**src/rtl/pipe_ctrl_pkg.sv**
```systemverilog
// Shared types and encodings for the pipeline hazard controller.
package pipe_ctrl_pkg;

    typedef enum logic [1:0] {
        RUN      = 2'd0,
        MEM_WAIT = 2'd1,
        ERR      = 2'd2
    } state_t;

    localparam logic [1:0] FWD_RF    = 2'b00;
    localparam logic [1:0] FWD_EXMEM = 2'b01;
    localparam logic [1:0] FWD_MEMWB = 2'b10;

    localparam logic [4:0] REG_X0 = 5'd0;

    // A write to x0 is architecturally discarded, so it never matches a reader.
    function automatic logic reg_hit(input logic wr, input logic [4:0] rd, input logic [4:0] rs);
        return wr && (rd != REG_X0) && (rd == rs);
    endfunction

endpackage

```
**src/rtl/fwd_unit.sv**
```systemverilog
// EX operand bypass select for one source register; EX_MEM has priority over MEM_WB.
module fwd_unit
    import pipe_ctrl_pkg::*;
(
    input  logic [4:0] rs,
    input  logic [4:0] rd_mem,
    input  logic       regwr_mem,
    input  logic [4:0] rd_wb,
    input  logic       regwr_wb,
    output logic [1:0] sel
);

    always_comb begin
        sel = FWD_RF;
        if (reg_hit(regwr_mem, rd_mem, rs)) begin
            sel = FWD_EXMEM;
        end else if (reg_hit(regwr_wb, rd_wb, rs)) begin
            sel = FWD_MEMWB;
        end
    end

endmodule

```
**src/rtl/pipe_hazard_ctrl.sv**
```systemverilog
// Pipeline sequencer: stall/flush priority mux, data-memory wait FSM with timeout,
// operand forwarding selects and saturating stall/flush event counters.
module pipe_hazard_ctrl
    import pipe_ctrl_pkg::*;
#(
    parameter int CNT_W       = 16,
    parameter int TO_W        = 8,
    parameter int MEM_TIMEOUT = 200
) (
    input  logic             clk,
    input  logic             rst,
    input  logic [4:0]       rs1_id,
    input  logic [4:0]       rs2_id,
    input  logic             use_rs1_id,
    input  logic             use_rs2_id,
    input  logic [4:0]       rs1_ex,
    input  logic [4:0]       rs2_ex,
    input  logic [4:0]       rd_ex,
    input  logic             regwr_ex,
    input  logic             is_load_ex,
    input  logic [4:0]       rd_mem,
    input  logic             regwr_mem,
    input  logic [4:0]       rd_wb,
    input  logic             regwr_wb,
    input  logic             pc_src_ex,
    input  logic             jalr_ex,
    input  logic             i_ready,
    input  logic             mem_req,
    input  logic             d_ready,
    output logic             stall_pc,
    output logic             stall_id,
    output logic             flush_id,
    output logic             stall_ex,
    output logic             flush_ex,
    output logic             stall_mem,
    output logic             bubble_wb,
    output logic [1:0]       fwd_a,
    output logic [1:0]       fwd_b,
    output logic             mem_err,
    output logic [CNT_W-1:0] stall_cnt,
    output logic [CNT_W-1:0] flush_cnt
);

    localparam logic [TO_W-1:0] TO_LIMIT = TO_W'(MEM_TIMEOUT);

    state_t          state;
    logic [TO_W-1:0] to_cnt;
    logic            lu_prev;
    logic            freeze;
    logic            redirect;
    logic            load_use;
    logic            redirect_take;
    logic            lu_take;
    logic [1:0]      fwd_a_raw;
    logic [1:0]      fwd_b_raw;

    fwd_unit u_fwd_a (
        .rs        (rs1_ex),
        .rd_mem    (rd_mem),
        .regwr_mem (regwr_mem),
        .rd_wb     (rd_wb),
        .regwr_wb  (regwr_wb),
        .sel       (fwd_a_raw)
    );

    fwd_unit u_fwd_b (
        .rs        (rs2_ex),
        .rd_mem    (rd_mem),
        .regwr_mem (regwr_mem),
        .rd_wb     (rd_wb),
        .regwr_wb  (regwr_wb),
        .sel       (fwd_b_raw)
    );

    assign fwd_a = rst ? FWD_RF : fwd_a_raw;
    assign fwd_b = rst ? FWD_RF : fwd_b_raw;

    // In MEM_WAIT a d_ready cycle releases the freeze immediately so lower rules can act.
    assign freeze = (state == ERR) ||
                    ((state == MEM_WAIT) && !d_ready) ||
                    ((state == RUN) && mem_req && !d_ready);

    assign redirect = pc_src_ex || jalr_ex;

    // lu_prev keeps a held load-use pair from stalling a second time.
    assign load_use = is_load_ex && regwr_ex && (rd_ex != REG_X0) && !lu_prev &&
                      ((use_rs1_id && (rs1_id == rd_ex)) || (use_rs2_id && (rs2_id == rd_ex)));

    always_comb begin
        stall_pc      = 1'b0;
        stall_id      = 1'b0;
        flush_id      = 1'b0;
        stall_ex      = 1'b0;
        flush_ex      = 1'b0;
        stall_mem     = 1'b0;
        bubble_wb     = 1'b0;
        redirect_take = 1'b0;
        lu_take       = 1'b0;
        if (rst) begin
            flush_id  = 1'b1;
            flush_ex  = 1'b1;
            bubble_wb = 1'b1;
        end else if (freeze) begin
            stall_pc  = 1'b1;
            stall_id  = 1'b1;
            stall_ex  = 1'b1;
            stall_mem = 1'b1;
            bubble_wb = 1'b1;
        end else if (redirect) begin
            flush_id      = 1'b1;
            flush_ex      = 1'b1;
            redirect_take = 1'b1;
        end else if (load_use) begin
            stall_pc = 1'b1;
            stall_id = 1'b1;
            flush_ex = 1'b1;
            lu_take  = 1'b1;
        end else if (!i_ready) begin
            stall_pc = 1'b1;
            flush_id = 1'b1;
        end
    end

    always_ff @(posedge clk) begin
        if (rst) begin
            state     <= RUN;
            to_cnt    <= '0;
            mem_err   <= 1'b0;
            lu_prev   <= 1'b0;
            stall_cnt <= '0;
            flush_cnt <= '0;
        end else begin
            lu_prev <= lu_take;
            if (stall_pc && (stall_cnt != '1)) begin
                stall_cnt <= stall_cnt + CNT_W'(1);
            end
            if (redirect_take && (flush_cnt != '1)) begin
                flush_cnt <= flush_cnt + CNT_W'(1);
            end
            case (state)
                RUN: begin
                    if (mem_req && !d_ready) begin
                        state  <= MEM_WAIT;
                        to_cnt <= TO_W'(1);
                    end
                end
                MEM_WAIT: begin
                    if (d_ready) begin
                        state  <= RUN;
                        to_cnt <= '0;
                    end else if (to_cnt == TO_LIMIT) begin
                        state   <= ERR;
                        mem_err <= 1'b1;
                    end else begin
                        to_cnt <= to_cnt + TO_W'(1);
                    end
                end
                ERR: begin
                    mem_err <= 1'b1;
                end
                default: begin
                    state <= RUN;
                end
            endcase
        end
    end

endmodule

```
**config.mk**
```make
export PLATFORM = sky130hd
export DESIGN_NAME = pipe_hazard_ctrl
export DESIGN_NICKNAME = d
export VERILOG_FILES = /design/src/rtl/pipe_ctrl_pkg.sv /design/src/rtl/fwd_unit.sv /design/src/rtl/pipe_hazard_ctrl.sv
export SDC_FILE = /design/constraint.sdc
export NUM_CORES = 1
export LEC_CHECK = 0
export CAP_MARGIN = 20
export CORE_MARGIN = 5
export CORE_UTILIZATION = 46
export CTS_CLUSTER_DIAMETER = 100
export DETAILED_ROUTE_END_ITERATION = 10
export GPL_ROUTABILITY_DRIVEN = 0
export HOLD_SLACK_MARGIN = 0.08
export PLACE_DENSITY = 0.85
export SETUP_SLACK_MARGIN = 0.3
export SYNTH_ARGS = -nofsm -noshare
export SYNTH_HDL_FRONTEND = slang
export SYNTH_SLANG_ARGS = --single-unit
```
**constraint.sdc**
```tcl
create_clock -name clk -period 2.82 [get_ports clk]
set_clock_uncertainty 0.05 [all_clocks]
set_input_delay 0.564 -clock clk [delete_from_list [all_inputs] [get_ports clk]]
set_output_delay 0.564 -clock clk [all_outputs]
set_load 0.02 [all_outputs]
```
==> impl_metrics.csv, run 1 <==
group,metric,value,unit
detailed_routing,vias,2748,
run_status,outcome,"complete, no violations",
timing,slew_violations,0,
timing,hold_ws,422,ps
hold_path,min_path_cells,2,
run,maxCapViolations,0,
power,power_density,322,mW/mm²
critical_path,critPathArrivalTime,2000,ps
synth,syn_inst,313,
detailed_routing,ant_nets,0,
synth,synth.yosys.warnings,0,
timing,rsz0062_at_grt,"true",
critical_path,cp-end-kind,"output pin",
synth,synth_edf_count,0,
place,io_buffers,91,
floorplanning,die_h,86.0,µm
synth,synth_top_area_share,33.2,%
clocking,cts-htree-levels,2,
cells_and_area,diodes,0,
detailed_routing,dr.first_iter.drc_count,118,
cells_and_area,fin_nets,490,
detailed_routing,wirelength,7440,µm
floorplanning,start_util,47.6,%
synth,yosysMostFrequentCell,"dfxtp_1",
critical_path,worstSetupStartpointType,"input pin",
synth,synth.cell_area,0.00266,mm²
global_route,grt.total_usage,20.1,%
synth,netlist-cell-type-count,57,
hold_path,hp-start,"mem_err",
place,pre_cts_ws,-624,ps
clocking,clock_tree.buffer_depth,2,
critical_path,rrSetupSlack,560,ps
synth,yosysTopAreaCell,"dfxtp_1",
floorplanning,core_area,0.00557,mm²
synth,synth_area_leaders,"dfxtp_1, xnor2_1, xor2_1",
place,hpwlAfterDp,5550,µm
global_route,grt_pass1_wl,12300,µm
timing,final-setup-viol-count,0,
hold_path,hold_path_end,"mem_err",
cells_and_area,drive_gt1_share,24.7,%
hold_path,hold_class,"reg2reg",
critical_path,worstSetupPathType,"in2out",
power,power.leakage,1.57,nW
synth,ys_ff_latch,44,
global_route,overflow,0,
floorplanning,ios,92,
synth,ys_seq_area_share,33.2,%
synth,synthArstFlopShare,0,%
critical_path,r2r_start,"stall_cnt[0]",
timing,max_freq,383,MHz
floorplanning,die_width,86.0,µm
critical_path,cp_max_fo,3,
critical_path,required,2210,ps
detailed_routing,drc,0,
timing,min_period,2610,ps
timing,relSlewSlack,61.6,%
timing,hold_viol,0,
floorplanning,die-area,0.00739,mm²
floorplanning,num_rows,27,
global_route,grt_max_degree,43,
clocking,insertion_delay,290,ps
critical_path,r2r-end,"stall_cnt[7]",
critical_path,r2r_cells,6,
synth,avgSynthCellArea,8.48,µm²
synth,syn_nets,365,
cells_and_area,area_growth,51.1,%
detailed_routing,routed_via_density,5.39,
detailed_routing,wire_per_inst,14.6,µm
power,ir_worst_vdd,326,µV
timing,tightest_slew,571,ps
detailed_routing,firstDrtPassIters,6,
global_route,antenna_found_initial,0,
global_route,first_global_vias,2781,
synth,ys.flop_type,"dfxtp_1",
clocking,ctsRootBufferMaster,"clkbuf_8",
clocking,cts_tree,"yes",
clocking,numClockSinks,44,
synth,synth.top_cells.by_count,"dfxtp_1, nor2_1, nand2_1, xnor2_1, xor2_1",
clocking,clkSlewWorstSetupHoldPaths,80,ps
clocking,numCtsBuffers,5,
timing,finalWorstSetupSlack,210,ps
timing,period_share,92.6,%
[layer usage]
layer | wire length [µm] | up-vias | global-route usage (%)
li1 | - | 1373 | -
met1 | 3230 | 1280 | 23.8
met2 | 3680 | 86 | 36.5
met3 | 442 | 9 | 4.32
met4 | 90 | 0 | 4.75
met5 | 0 | - | 0
[worst max-delay path, cell delays in order]
cell       delay (ps)
buf_8             100
or4_4             540
o2111ai_4         230
nor3_2             70
a211oi_2          250
inv_2              90
buf_6             140
[registers in the layout, indices dropped and copies added, names as in the netlist]
register / cells
flush_cnt: 16
to_cnt: 8
mem_err: 1
lu_prev: 1
state: 2
stall_cnt: 16
[cells in the final DEF (no fill, tap or decap), types with 5 or more instances in the layout]
cell	Yosys	final
nor4_1	7	5
xor2_1	23	23
nand4_1	8	8
dlygate4sd2_1	0	8
buf_4	1	37
buf_6	2	8
xnor2_1	25	23
and3_1	11	10
clkbuf_8	0	5
clkdlybuf4s50_1	0	43
nand2_1	25	23
clkdlybuf4s15_1	0	8
nor2_1	34	34
inv_1	8	8
and4_1	6	6
dfxtp_1	44	44
mux2i_1	5	5
clkbuf_2	0	5
buf_2	2	13
nand3_1	15	14
a21oi_1	15	14
or4_1	10	8
[logic make-up after synthesis]
group	share of synthesized area (%)
buffers and inverters	4.34
flip-flops	33.2
multiplexers	4.01
adder cells (fa/ha/maj)	1.89
AO/OA/AOI/OAI	11.4
XOR/XNOR	15.8
AND/OR/NAND/NOR	29.4
[stage by stage]
stage | instance area [µm²] | TNS (ps) | total power (W) | instances | utilization (%)
2_1_floorplan | 2670 | 0 | 0.000763 | 313 | -
3_3_place_gp | 3830 | -4430 | 0.000909 | 496 | 68.7
3_5_place_dp | 3830 | -5380 | 0.000917 | 496 | 68.7
4_1_cts | 3980 | 0 | 0.00130 | 508 | 71.4
5_1_grt | 4010 | 0 | 0.00134 | 510 | 72.0
6_report | 4010 | 0 | 0.00129 | 510 | 72.0
[timing repair]
item                                    CTS  global route
cloned                                    0             0
endpoints found under the setup margin   26            13
gates resized for setup                 153            25
setup buffers                             5             2
hold buffers                              0             0
pin swaps                                28             9
[cell type report]
cell class	instances	area, µm²
inverter	10	37.5
tap	72	90.1
clock buffer	5	68.8
multi-input combinational	247	1780
fill	438	1560
clock inverter	2	12.5
timing repair buffer	130	1140
sequential	44	881
[power by group]
| part | leakage, nW | total [W] | internal (W) | switching (W) |
|---|---|---|---|---|
| registers | 0.355 | 0.000638 | 0.000627 | 0.0000108 |
| logic | 1.17 | 0.000277 | 0.000144 | 0.000132 |
| clock network | 0.0400 | 0.000376 | 0.000168 | 0.000208 |
| total | 1.57 | 0.00129 | 0.000940 | 0.000351 |
[worst max-delay path by stage]
stage / from / slack (ps) / end
detailed placement: rd_ex[1] / -620 / flush_id
global placement: rd_ex[1] / -580 / stall_pc
finish: rd_ex[1] / 210 / stall_pc
global route: rd_ex[1] / 160 / stall_pc
CTS: rd_ex[1] / 210 / stall_pc
floorplan: rd_mem[0] / 330 / fwd_a[1]
No activity file was read; power rests on OpenSTA's default activity.
==> run 2: changes to the inputs <==
--- a/config.mk
+++ b/config.mk
@@ -11,6 +11,7 @@
 export CTS_CLUSTER_DIAMETER = 100
 export DETAILED_ROUTE_END_ITERATION = 10
 export GPL_ROUTABILITY_DRIVEN = 0
+export GPL_TIMING_DRIVEN = 0
 export HOLD_SLACK_MARGIN = 0.08
 export PLACE_DENSITY = 0.85
 export SETUP_SLACK_MARGIN = 0.3
==> run 2 against run 1 <==
Compared with the run above:
- sequential cell count did not move
- combinational power fell by 2%
- routed wire length rose by 2.5%
- sequential share of layout area rose by 0.089 points
- non-clock buffer count fell by 9
- worst hold slack got worse by 2.0 ps
- first-iteration DRC count rose by 44%
- die area did not move
- register-to-register slack barely moved
- clock-buffer cell count rose by 1
- largest power group unchanged
- highest routed layer unchanged
==> impl_metrics.csv, run 2 (synthesis gave the netlist of run 1 again) <==
group,metric,value,unit
timing,final-setup-viol-count,0,
global_route,first_global_vias,2688,
global_route,grt.total_usage,20.1,%
power,p_sw_share,25.4,%
power,ir_worst_vdd,290,µV
detailed_routing,vias,2767,
cells_and_area,drive_gt1_share,22.6,%
timing,rsz0062_at_grt,"true",
cells_and_area,top_regs,"flush_cnt: 16 flops, stall_cnt: 16 flops, to_cnt: 8 flops",
clocking,numClockSinks,44,
global_route,overflow,0,
clocking,clock_tree.buffer_depth,2,
detailed_routing,routed_via_density,5.51,
place,hpwlAfterDp,5500,µm
cells_and_area,fin_nets,481,
timing,period_share,96.4,%
power,pwr-share-seq,45.0,%
floorplanning,start_util,47.6,%
cells_and_area,area_growth,50.5,%
detailed_routing,dr.first_iter.drc_count,170,
power,p_int,0.00106,W
clocking,clkSlewWorstSetupHoldPaths,80,ps
cells_and_area,finalNonFillerCells,502,
critical_path,cp-end-kind,"output pin",
power,combPwrFrac,19.1,%
clocking,cts-htree-levels,2,
timing,max_freq,368,MHz
cells_and_area,layout_commonest_cell,"clkdlybuf4s50_1",
timing,relSlewSlack,52.5,%
detailed_routing,firstDrtPassIters,4,
floorplanning,die-area,0.00739,mm²
clocking,insertion_delay,290,ps
power,clock_power_share,35.9,%
floorplanning,core_area,0.00557,mm²
critical_path,cp_max_fo,3,
run,maxCapViolations,0,
clocking,ctsRootBufferMaster,"clkbuf_8",
clocking,numCtsBuffers,5,
timing,min_period,2720,ps
timing,slew_violations,0,
place,io_buffers,91,
detailed_routing,drc,0,
power,power.leakage,1.52,nW
timing,tightest_slew,706,ps
power,power_density,354,mW/mm²
floorplanning,die_h,86.0,µm
hold_path,hold_class,"reg2reg",
clocking,hold_buffers,0,
detailed_routing,wirelength,7620,µm
global_route,antenna_found_initial,0,
critical_path,critPathArrivalTime,2100,ps
power,net-switching-power,0.000359,W
detailed_routing,wire_per_inst,15.2,µm
cells_and_area,diodes,0,
place,dp_cells,476,
critical_path,worstSetupStartpointType,"input pin",
timing,hold_ws,420,ps
clocking,cts_tree,"yes",
global_route,grt_pass1_wl,12200,µm
critical_path,required,2210,ps
critical_path,worstSetupPathType,"in2out",
floorplanning,ios,92,
floorplanning,num_rows,27,
floorplanning,die_width,86.0,µm
run_status,outcome,"complete, no violations",
global_route,grt_max_degree,15,
timing,hold_viol,0,
detailed_routing,ant_nets,0,
cells_and_area,most-common-layout-cells,"clkdlybuf4s50_1, dfxtp_1, nor2_1",
## run 2: worst paths after layout
check                           startpoint  slack [ps]  cells past startpoint            to
worst max-delay path             rs1_id[2]         100                      8      stall_id
worst max register to register    state[0]         570                      9  stall_cnt[9]
worst min register to register     mem_err         420                      2       mem_err
worst min-delay path               mem_err         420                      2       mem_err
## run 2: area by class of cell
class	count	area [µm²]
multi-input combinational	247	1780
fill	448	1580
timing repair buffer	109	992
sequential	44	881
tap	72	90.1
buffer	12	86.3
clock buffer	6	82.6
inverter	10	47.5
clock inverter	2	38.8
## run 2: timing repair
| action | in CTS | in global routing |
|---|---|---|
| pin swaps | 28 | 15 |
| setup buffers | 10 | 8 |
| gates resized for setup | 140 | 55 |
| gates cloned | 0 | 0 |
| endpoints found under the setup margin | 36 | 17 |
## run 2: stage by stage
stage               worst slack (ps)  total power, W  instance area [µm²]  utilization [%]  TNS [ps]
floorplan                        329        0.000763                 2670                -         0
global placement                -877        0.000884                 3670             65.8     -8460
detailed placement              -913        0.000892                 3670             65.8     -9660
CTS                              137         0.00140                 3900             69.9         0
global route                    10.7         0.00147                 4000             71.7         0
finish                           102         0.00142                 4000             71.7         0
## run 2: critical path, cell delays in order
cell and delay (ps):
dlygate4sd2_1 250, xnor2_1 190, nand4_1 130, o22ai_2 250
nand2b_4 80, or3_1 370, o21ai_1 110, buf_4 170
## run 2: per-layer routing
metal	vias up	global-route usage, %	wire length [µm]
li1	1357	-	-
met4	0	5.76	76
met5	-	0	0
met1	1311	23.6	3100
met2	92	35.8	3830
met3	7	5.19	623
## run 2: power by group through the flow
stage | sequential [W] | clock (W) | combinational, W
finish | 0.000636 | 0.000508 | 0.000271
global route | 0.000638 | 0.000543 | 0.000293
CTS | 0.000636 | 0.000516 | 0.000251
detailed placement | 0.000651 | 0 | 0.000241
global placement | 0.000650 | 0 | 0.000234
floorplan | 0.000654 | 0 | 0.000109
==> run 3: changes to the inputs <==
--- a/config.mk
+++ b/config.mk
@@ -5,7 +5,6 @@
 export SDC_FILE = /design/constraint.sdc
 export NUM_CORES = 1
 export LEC_CHECK = 0
-export CAP_MARGIN = 20
 export CORE_MARGIN = 5
 export CORE_UTILIZATION = 46
 export CTS_CLUSTER_DIAMETER = 100
@@ -15,6 +14,7 @@
 export HOLD_SLACK_MARGIN = 0.08
 export PLACE_DENSITY = 0.85
 export SETUP_SLACK_MARGIN = 0.3
+export SLEW_MARGIN = 20
 export SYNTH_ARGS = -nofsm -noshare
 export SYNTH_HDL_FRONTEND = slang
 export SYNTH_SLANG_ARGS = --single-unit
==> results of run 3 <==
Final layout, timing and power as in run 2 (identical DEF).
